[src/rtl/aes_spi_responder.sv]
// Serial link front-end for a 128-bit AES core: receives key and text over cs_n/mosi,
// runs the core start/done handshake and returns the result on miso. Optional macro: AES_SPI_MISO_HIZ_EN.
module aes_spi_responder #(
  parameter int unsigned GAP_CYCLES = 56,
  parameter int unsigned BLOCK_BITS = 128
) (
  input  logic         clk,
  input  logic         reset,
  input  logic         cs_n,
  input  logic         mosi,
  output logic         miso,
  output logic [127:0] core_key,
  output logic [127:0] core_text,
  output logic         core_start,
  input  logic         core_done,
  input  logic [127:0] core_result,
  output logic         busy,
  output logic         timeout_err
);

  localparam int unsigned CW = $clog2(BLOCK_BITS);
  localparam int unsigned GW = $clog2(GAP_CYCLES);

  localparam logic [2:0] S_IDLE    = 3'd0;
  localparam logic [2:0] S_RX_KEY  = 3'd1;
  localparam logic [2:0] S_RX_TEXT = 3'd2;
  localparam logic [2:0] S_WAIT    = 3'd3;
  localparam logic [2:0] S_TX      = 3'd4;

  logic [2:0]    state;
  logic [2:0]    state_next;
  logic [CW-1:0] bit_cnt;
  logic [GW-1:0] gap_cnt;
  logic [127:0]  key_sr;
  logic [126:0]  text_sr;
  logic [127:0]  tx_sr;
  logic          done_seen;
  logic          miso_q;
  logic          bit_last;
  logic          gap_last;

  assign bit_last = (bit_cnt == CW'(BLOCK_BITS - 1));
  assign gap_last = (gap_cnt == GW'(GAP_CYCLES - 1));

  // State register
  always_ff @(posedge clk) begin
    if (reset) state <= S_IDLE;
    else       state <= state_next;
  end

  // Next-state logic; cs_n high aborts any active frame
  always_comb begin
    state_next = state;
    case (state)
      S_IDLE:    if (!cs_n) state_next = S_RX_KEY;
      S_RX_KEY:  if (cs_n) state_next = S_IDLE; else if (bit_last) state_next = S_RX_TEXT;
      S_RX_TEXT: if (cs_n) state_next = S_IDLE; else if (bit_last) state_next = S_WAIT;
      S_WAIT:    if (cs_n) state_next = S_IDLE; else if (gap_last) state_next = S_TX;
      S_TX:      if (cs_n || bit_last) state_next = S_IDLE;
      default:   state_next = S_IDLE;
    endcase
  end

  // Shift registers, counters and registered outputs
  always_ff @(posedge clk) begin
    if (reset) begin
      bit_cnt     <= '0;
      gap_cnt     <= '0;
      key_sr      <= '0;
      text_sr     <= '0;
      tx_sr       <= '0;
      done_seen   <= 1'b0;
      miso_q      <= 1'b0;
      core_key    <= '0;
      core_text   <= '0;
      core_start  <= 1'b0;
      busy        <= 1'b0;
      timeout_err <= 1'b0;
    end else begin
      core_start <= 1'b0;
      busy       <= (state_next != S_IDLE);
      if (cs_n && state != S_IDLE) begin
        bit_cnt   <= '0;
        gap_cnt   <= '0;
        done_seen <= 1'b0;
        miso_q    <= 1'b0;
      end else begin
        case (state)
          S_IDLE: begin
            if (!cs_n) begin
              key_sr  <= {key_sr[126:0], mosi};
              bit_cnt <= CW'(1);
            end
          end
          S_RX_KEY: begin
            key_sr  <= {key_sr[126:0], mosi};
            bit_cnt <= bit_last ? '0 : bit_cnt + CW'(1);
          end
          S_RX_TEXT: begin
            text_sr <= {text_sr[125:0], mosi};
            if (bit_last) begin
              core_key    <= key_sr;
              core_text   <= {text_sr, mosi};
              core_start  <= 1'b1;
              timeout_err <= 1'b0;
              gap_cnt     <= '0;
              done_seen   <= 1'b0;
              bit_cnt     <= '0;
            end else begin
              bit_cnt <= bit_cnt + CW'(1);
            end
          end
          S_WAIT: begin
            // A done arriving on the final gap edge is too late to be serialized
            if (gap_last) begin
              gap_cnt <= '0;
              bit_cnt <= '0;
              if (done_seen) begin
                miso_q <= tx_sr[127];
                tx_sr  <= {tx_sr[126:0], 1'b0};
              end else begin
                timeout_err <= 1'b1;
                miso_q      <= 1'b0;
                tx_sr       <= '0;
              end
            end else begin
              gap_cnt <= gap_cnt + GW'(1);
              if (core_done && !done_seen) begin
                tx_sr     <= core_result;
                done_seen <= 1'b1;
              end
            end
          end
          S_TX: begin
            if (bit_last) begin
              miso_q    <= 1'b0;
              bit_cnt   <= '0;
              done_seen <= 1'b0;
            end else begin
              miso_q  <= tx_sr[127];
              tx_sr   <= {tx_sr[126:0], 1'b0};
              bit_cnt <= bit_cnt + CW'(1);
            end
          end
          default: begin
            bit_cnt <= '0;
            gap_cnt <= '0;
          end
        endcase
      end
    end
  end

`ifdef AES_SPI_MISO_HIZ_EN
  assign miso = (state == S_TX && !cs_n) ? miso_q : 1'bz;
`else
  assign miso = miso_q;
`endif

endmodule

[config.mk]
export PLATFORM = sky130hd
export DESIGN_NAME = aes_spi_responder
export DESIGN_NICKNAME = d
export VERILOG_FILES = /design/src/rtl/aes_spi_responder.sv
export SDC_FILE = /design/constraint.sdc
export NUM_CORES = 1
export LEC_CHECK = 0
export BUFFER_PORTS_ARGS = -buffer_cell sky130_fd_sc_hd__buf_2
export CORE_MARGIN = 10
export CORE_UTILIZATION = 40
export CTS_CLUSTER_SIZE = 25
export DETAILED_ROUTE_END_ITERATION = 6
export GPL_TIMING_DRIVEN = 0
export PLACE_DENSITY = 0.68
export SYNTH_ARGS = -nofsm -noshare
export SYNTH_HDL_FRONTEND = slang
export SYNTH_SLANG_ARGS = --single-unit
[constraint.sdc]
create_clock -name clk -period 2 [get_ports clk]
set_input_delay 0.2 -clock clk [delete_from_list [all_inputs] [get_ports clk]]
set_output_delay 0.2 -clock clk [all_outputs]
set_load 0.02 [all_outputs]
==> After elaboration in Yosys (flattened, before gate mapping) <==
Cells that the tools add are included.
{ "totals": {"register_bits": 660, "out_inout_bits": 260, "elab_cells": 93} }
{ "classes": {"n_addsub": 2, "eq_ne": 15, "mux": 35, "bitwise": 3, "reduce_logical": 25} }
{ "op_table": {"columns": ["operator", "n"], "rows": [
  ["$mux W128", 5],
  ["$pmux W128 S2", 2],
  ["$mux W3", 8],
  ["$mux W7", 3],
  ["$pmux W7 S3", 1],
  ["$pmux W6 S3", 1],
  ["$pmux W3 S5", 1],
  ["$ne A2 B2 Y1 const B", 7],
  ["$mux W6", 2],
  ["$mux W1", 9],
  ["$reduce_or A3 Y1", 3],
  ["$reduce_and A2 Y1", 4],
  ["$reduce_and A4 Y1", 2],
  ["$reduce_bool A2 Y1", 4],
  ["$add A7 B1 Y7 const B", 1],
  ["$eq A7 B7 Y1 const B", 1],
  ["$add A6 B1 Y6 const B", 1],
  ["$eq A3 B2 Y1 const B", 2],
  ["$eq A6 B6 Y1 const B", 1],
  ["$pmux W1 S2", 3],
  ["$reduce_and A3 Y1", 2],
  ["$reduce_bool A3 Y1", 2],
  ["$reduce_and A5 Y1", 1],
  ["$reduce_or A2 Y1", 2],
  ["other kinds (9)", 12]
]} }

==> Logic depth before layout (Yosys ltp) <==
Gate-level depths: netlist of run 1.
{ "depth": {"word_depth": 5, "depth_mapped": 10} }

==> Least setup slack after synthesis of run 1 <==
No wires, ideal clock.
{ "synth_path": {"path_kind": "register -> register", "start": "reg gap_cnt[0]", "end": "reg tx_sr[100]", "arrival_time_ps": 1940, "t_required_ps": 1881, "path_slack_ps": -59, "stages_incl_launch_ff": 9, "period_less_slack_ps": 2059, "path_cell_list": "dfxtp_1 ha_1 nand2_1 or4_4 a32oi_4 nor2_2 buf_6 buf_6 o2bb2ai_2"} }
{ "synth_via": {"elab_chain_cells": 3} }
{ "synth_rtl": {"columns": ["item", "line", "rtl"], "rows": [
  ["start: declaration", "33", "logic [GW-1:0] gap_cnt;"],
  ["start signal: assignment", "127", "gap_cnt <= gap_cnt + GW'(1);"],
  ["$eq A6 B6 Y1 *", "43", "assign gap_last = (gap_cnt == GW'(GAP_CYCLES - 1));"],
  ["$ne A3 B3 Y1 (no source line) / $mux W128 (equally long branches)", null, null],
  ["$reduce_and A4 Y1 (no source line) / $pmux W128 S2 (equally long branches)", null, null],
  ["end signal: assignment", "120", "tx_sr <= {tx_sr[126:0], 1'b0};"],
  ["end signal: assignment", "129", "tx_sr <= core_result;"],
  ["end signal: assignment", "141", "tx_sr <= {tx_sr[126:0], 1'b0};"],
  ["end: declaration", "36", "logic [127:0] tx_sr;"]
]} }
Mark *: on every way between the ends. The rest lies on a longest branch, timed or not.
A chain may end at the register's enable or synchronous reset.

==> Worst setup path in the final report of run 1 <==
{ "layout_path": {"start": "reg state[1]", "end": "reg tx_sr[110]"} }
{ "layout_via": {"elab_chain_cells": 4} }
{ "layout_rtl": {"columns": ["item", "line", "rtl"], "rows": [
  ["start: declaration", "30", "logic [2:0] state;"],
  ["start signal: assignment", "48", "else state <= state_next;"],
  ["branches (longest 4 deep; another with $reduce_and A4 Y1)", null, null]
]} }
Parallel ways; which one is timed is not known.

==> results of run 1 <==
[power breakdown]
part,switching (W),leakage (nW),internal [W]
Clock,0.00531,1.22,0.00849
Combinational,0.000563,5.41,0.000443
Sequential,0.00000836,5.32,0.0132
Total,0.00588,11.9,0.0221
[layout by cell type, fill, tap and decap left out, types with 6 or more instances in the layout]
cell and instances:
clkbuf_16 74, nand2_1 1040, dfxtp_1 654, buf_6 19
nor2_1 18, clkinv_2 9, dlygate4sd3_1 129, buf_8 8
a21oi_1 514, o2bb2ai_2 55, bufinv_16 10, buf_4 23
o2bb2ai_1 71, clkbuf_8 20, a21oi_2 14, a22oi_1 128
buf_2 413, nand3_1 6, clkbuf_2 72, clkbuf_1 89
buf_12 8, clkbuf_4 12, o21ai_0 14
[cells by family (layout without fill, tap and decap cells)]
logic type | after synthesis | in the layout | synth area share [%]
mux | 1 | 1 | 0.0422
compound gates | 817 | 817 | 21.9
buf+inv | 238 | 899 | 4.30
other cells | 0 | 4 | 0
xor+xnor | 1 | 1 | 0.0369
flops | 660 | 660 | 55.7
simple gates | 1102 | 1102 | 17.9
fa+ha+maj | 2 | 2 | 0.105
[worst paths after layout]
path / startpoint / endpoint / slack, ps / depth (start not counted)
setup / recovery: state[1] / tx_sr[110] / -110 / 10
setup reg to reg: state[1] / tx_sr[110] / -110 / 10
hold / removal: core_result[127] / tx_sr[127] / 50 / 3
hold reg to reg: core_key[116] / core_key[116] / 450 / 2
[per-stage QoR]
step           hold slack, ps  instances
2_1_floorplan             336       2821
3_3_place_gp              439       3984
3_5_place_dp              444       3984
4_1_cts                  55.3       4247
5_1_grt                   110       4259
6_report                 49.4       4259
[metal layers]
layer	GRT usage, %	vias to the layer above	share of wire [%]
met3	4.67	124	6.2
li1	-	10800	-
met1	24.6	10100	44
met2	32.4	583	47
met5	0	-	0.036
met4	7.28	4	2.8
[area by class of cell]
class	count	area [µm²]
Antenna cell	4	10.0
Buffer	232	1420
Clock buffer	99	2060
Clock inverter	25	412
Fill cell	5365	27600
Inverter	4	15.0
Multi-Input combinational cell	1923	9750
Sequential cell	660	13200
Tap cell	773	967
Timing Repair Buffer	539	3490
[what timing repair did]
action / CTS / global route
endpoints found under the hold margin: 131 / 0
setup buffers: 9 / 6
pin swaps: 14 / 8
setup endpoints to repair: 632 / 615
cloned: 3 / 3
hold buffers: 129 / 0
gates resized for setup: 156 / 136
[sequential cells by signal, summed over array words and instances (netlist names)]
name and count:
key_sr 128, gap_cnt 6, core_text 128, state 3
core_key 128, tx_sr 128, text_sr 127, done_seen 1
miso 1, busy 1, core_start 1, timeout_err 1
bit_cnt 7
[worst max-delay path, delay by kind of cell, from the launching register on]
kind	cells	cell delay, ps
DFF	1	320
and+or+nand+nor	3	570
AOI/OAI and AO/OA	2	350
buffers and inverters	5	790
==> impl_metrics.toml, run 1 <==
[synth]
synth_cell_type_count = 46
ys_top_cells_by_area = "dfxtp_1, nand2_1, a21oi_1, a22oi_1, o2bb2ai_1"
synth_top_area_share_pct = 55.7
synth_top_area_cell = "dfxtp_1"
syn-num-nets = 2956
syn_avg_cell_area_um2 = 8.41
synth_ff_type = "dfxtp_1"
yosysWarnings = 0
ys_seq_area_share_pct = 55.7
synth_edf_count = 0
ys_ff_latch = 660
synthesis.instances = 2821
synthesis.area_um2 = 23700
yosys.cell_count.top_type = "nand2_1"
ys_top_cells_by_count = "nand2_1, dfxtp_1, a21oi_1"
postSynth.asyncResetShare_pct = 0

[critical_path]
critical_path.slowest_cell = "or3_1"
crit_path_cell_trace = "buf_6 -> or3_1 -> buf_2 -> nand2_1 -> nand2_4 -> a31o_1 -> buf_4 -> buf_6 -> buf_6 -> o2bb2ai_2"
critical-path-max-stage-delay_ps = 350
cpMostUsedCell = "buf_6"
crit_arrival_ps = 2640
cp-start-kind = "flop"
path_max_fanout = 10
required_ps = 2530
critPathCaptureType = "flop"
critPathKind = "flop to flop"

[layout]
final_core_util_pct = 53.2
final_cell_area_um2 = 31300
drive_above_1_share_pct = 22.0
area_growth_pct = 32.1
nets = 3565

[sta]
finalSetupViolations = 102
max-slew-margin-rel_pct = 34.1
fin_ws_ps = -107
finClkSkew_ps = 22.4
hold_viol = 0
fin_crit_ps = 2110
fin_tns_setup_ps = -4970
timing.fmax_mhz = 475
rsz0062_at_grt = "true"
fin_crit_sh_pct = 105
maxSlewViolCount = 0
worst_pin_slew_ps = 989

[place]
placed_area_um2 = 26700
place_congestion = 0.831
dp_slack_ps = -702
dp_hpwl_um = 48500
io_buffers = 390

[detailed_routing]
wl_um = 72300
dr.pass1.iters = 7
vias = 21600
avgRoutedWirePerCell_um = 17.0
drc = 0
drt_iter0_drc = 1520
avgViaCountPerCell = 5.06
antenna_left = 0

[die]
die_width_um = 264
core_area_um2 = 58900
die-area_um2 = 69500
start_util_pct = 40.3
io_pins = 393
row_count = 89
die_h_um = 264

[pwr]
finalPower_w = 0.0280
power_density_nw_per_um2 = 892
p_leak_nw = 11.9
ir_worst_vdd_mv = 0.677

[cts]
numCtsBuffers = 70
numClockSinks = 660
clk_latency_ps = 610
cts_root_buf = "clkbuf_16"
clk_path_buf_depth = 3
cts_tree = "yes"
cts.htree.levels = 3
cts.clk_slew.worst_paths_ps = 60

[worst_hold_path]
min_path_type = "primary input to flop"

[grt]
grt_pass1_vias = 20900
grt.overflow.total = 0
antenna_found_initial = 6
groute.usage.overall_pct = 19.7
grt_pass1_wl_um = 113000
grt_max_degree = 20

[run_status]
outcome = "finished, violations left"
violations = "setup timing"

[flow_run]
drv_cap = 0
No activity file was read; power rests on OpenSTA's default activity.
==> run 2, diff against run 1 <==
- REMOVE_ABC_BUFFERS: unset -> 1
==> run 2 against run 1 <==
Against the previous run: the run still ends with setup timing left; critical path type unchanged; sequential share of layout area is 0.92 points lower; first-iteration DRC count is 16% higher; maximum frequency is 4.5% lower; die area stayed put; worst setup slack worse by 98 ps.
==> impl_metrics.toml, run 2 (synthesized netlist as in run 1, its figures left out) <==
[cts]
numClockSinks = 660
clk_path_buf_depth = 3
clk_latency_ps = 610
cts.clk_slew.worst_paths_ps = 60
numCtsBuffers = 71
cts.htree.levels = 3
cts_root_buf = "clkbuf_16"
cts_tree = "yes"

[sta]
finalSetupViolations = 127
timing.fmax_mhz = 453
fin_ws_ps = -205
fin_tns_setup_ps = -12100
rsz0062_at_grt = "true"
max-slew-margin-rel_pct = 48.9
fin_crit_sh_pct = 110
finClkSkew_ps = 14.7
worst_pin_slew_ps = 767
maxSlewViolCount = 0
hold_viol = 0
fin_crit_ps = 2210

[critical_path]
critical_path.slowest_cell = "or4_4"
required_ps = 2520
critPathBufInv = 4
crit_arrival_ps = 2730
crit_path_cell_trace = "ha_4 -> nand2_4 -> or4_4 -> buf_4 -> buf_6 -> a31o_4 -> buf_12 -> buf_16 -> o2bb2ai_1"
critPathCaptureType = "flop"
path_max_fanout = 16
r2r_setup_slack_ps = -210
critical-path-max-stage-delay_ps = 520
cp-start-kind = "flop"
critPathKind = "flop to flop"
crit_family = "buffers and inverters"

[detailed_routing]
wl_um = 76400
vias = 21900
dr.pass1.iters = 6
drt_iter0_drc = 1766
avgViaCountPerCell = 5.28
drc = 0
avgRoutedWirePerCell_um = 18.4
antenna_left = 0

[die]
die-area_um2 = 69500
row_count = 89
core_area_um2 = 58900
die_h_um = 264
io_pins = 393
start_util_pct = 40.3
die_width_um = 264

[pwr]
comb_power_share_pct = 4.0
ir_worst_vdd_mv = 0.804
switchingPower_w = 0.00609
finalPower_w = 0.0273
internal-power_w = 0.0212
power_density_nw_per_um2 = 851
p_sw_share_pct = 22.3
p_leak_nw = 12.1
p_seq_share_pct = 48.2
p_clk_share_pct = 47.8

[run_status]
outcome = "finished, violations left"
violations = "setup timing"

[place]
placed_area_um2 = 26600
post-place-cells = 3806
io_buffers = 392
dp_hpwl_um = 41500
place_congestion = 0.786
dp_slack_ps = -1670

[layout]
final_common_cell = "nand2_1"
final_cell_area_um2 = 32100
nets = 3454
instances_no_fill = 4146
layout_common_cells = "nand2_1, dfxtp_1, a21oi_1, buf_2, dlygate4sd3_1"
area_growth_pct = 35.1
drive_above_1_share_pct = 22.4

[grt]
grt.overflow.total = 0
grt_max_degree = 131
grt_pass1_vias = 20500
grtUsageMet1_pct = 24.4
grt_pass1_wl_um = 114000
groute.usage.overall_pct = 19.9
met2_usage_pct = 33.1
grt-busiest-layer = "met2"
globalRouteMet3Util_pct = 4.97
antenna_found_initial = 1

[flow_run]
drv_cap = 0

[worst_hold_path]
min_path_type = "primary input to flop"
-- run 2: changes by cell type in the layout (fill, tap and decap cells not counted), sizes merged --
cell / before / now
nand2: 1043 / 1045
dlygate4sd3: 129 / 130
clkinv: 12 / 11
buf: 473 / 502
a31o: 1 / 6
diode: 4 / 1
clkbuf: 267 / 115
nor2: 22 / 25
a21o: 2 / 3
clkinvlp: 1 / 3
inv: 6 / 8
bufbuf: 1 / 7
bufinv: 10 / 2
-- run 2: what timing repair did --
| item | 4_1_cts | 5_1_grt |
|---|---|---|
| hold buffers | 130 | 0 |
| gates cloned | 24 | 13 |
| endpoints found under the setup margin | 621 | 424 |
| endpoints found under the hold margin | 132 | 0 |
| gates resized for setup | 73 | 67 |
| pin swaps | 37 | 21 |
| buffers inserted | 46 | 10 |
-- run 2: power groups by stage --
stage / registers, W / logic [W] / clock network (W)
2_1_floorplan: 0.0135 / 0.000216 / 0
3_3_place_gp: 0.0135 / 0.000613 / 0
3_5_place_dp: 0.0135 / 0.000666 / 0
4_1_cts: 0.0132 / 0.000979 / 0.0133
5_1_grt: 0.0131 / 0.00115 / 0.0139
6_report: 0.0132 / 0.00109 / 0.0130
-- run 2: through the flow --
| step | hold slack [ps] | utilization (%) |
|---|---|---|
| after floorplan | 269 | - |
| after global placement | 439 | 43.6 |
| after detailed placement | 443 | 45.2 |
| after CTS | 3.41 | 53.3 |
| after global routing | 34.0 | 54.4 |
| final | 37.5 | 54.4 |
-- run 2: layer usage --
layer / wire, µm / vias to the layer above
met2: 36600 / 805
met1: 31400 / 10300
li1: - / 10500
met5: 0 / -
met3: 5530 / 191
met4: 2940 / 0
-- run 2: final cells by class --
| class | instances | area [µm²] |
|---|---|---|
| clock buffers | 106 | 2080 |
| repair buffers | 648 | 5340 |
| well taps | 773 | 967 |
| diodes | 1 | 2.50 |
| inverters | 4 | 15.0 |
| clock inverters | 20 | 262 |
| multi-input cells | 1934 | 10200 |
| fillers | 5226 | 26800 |
| flip-flops and latches | 660 | 13200 |
-- run 2: path summary, 6_finish.rpt --
check,startpoint,end,depth (start not counted)
worst max-delay path,gap_cnt[0],tx_sr[76],9
worst min-delay path,reset,core_text[110],2
worst max register to register,gap_cnt[0],tx_sr[76],9
worst min register to register,core_text[120],core_text[120],2
-- run 2: worst reg2reg max path, cell delays in order (launching register included) --
cell and delay (ps):
dfxtp_2 350, ha_4 150, nand2_4 50, or4_4 520, buf_4 160, buf_6 110, a31o_4 260, buf_12 150
buf_16 160, o2bb2ai_1 210
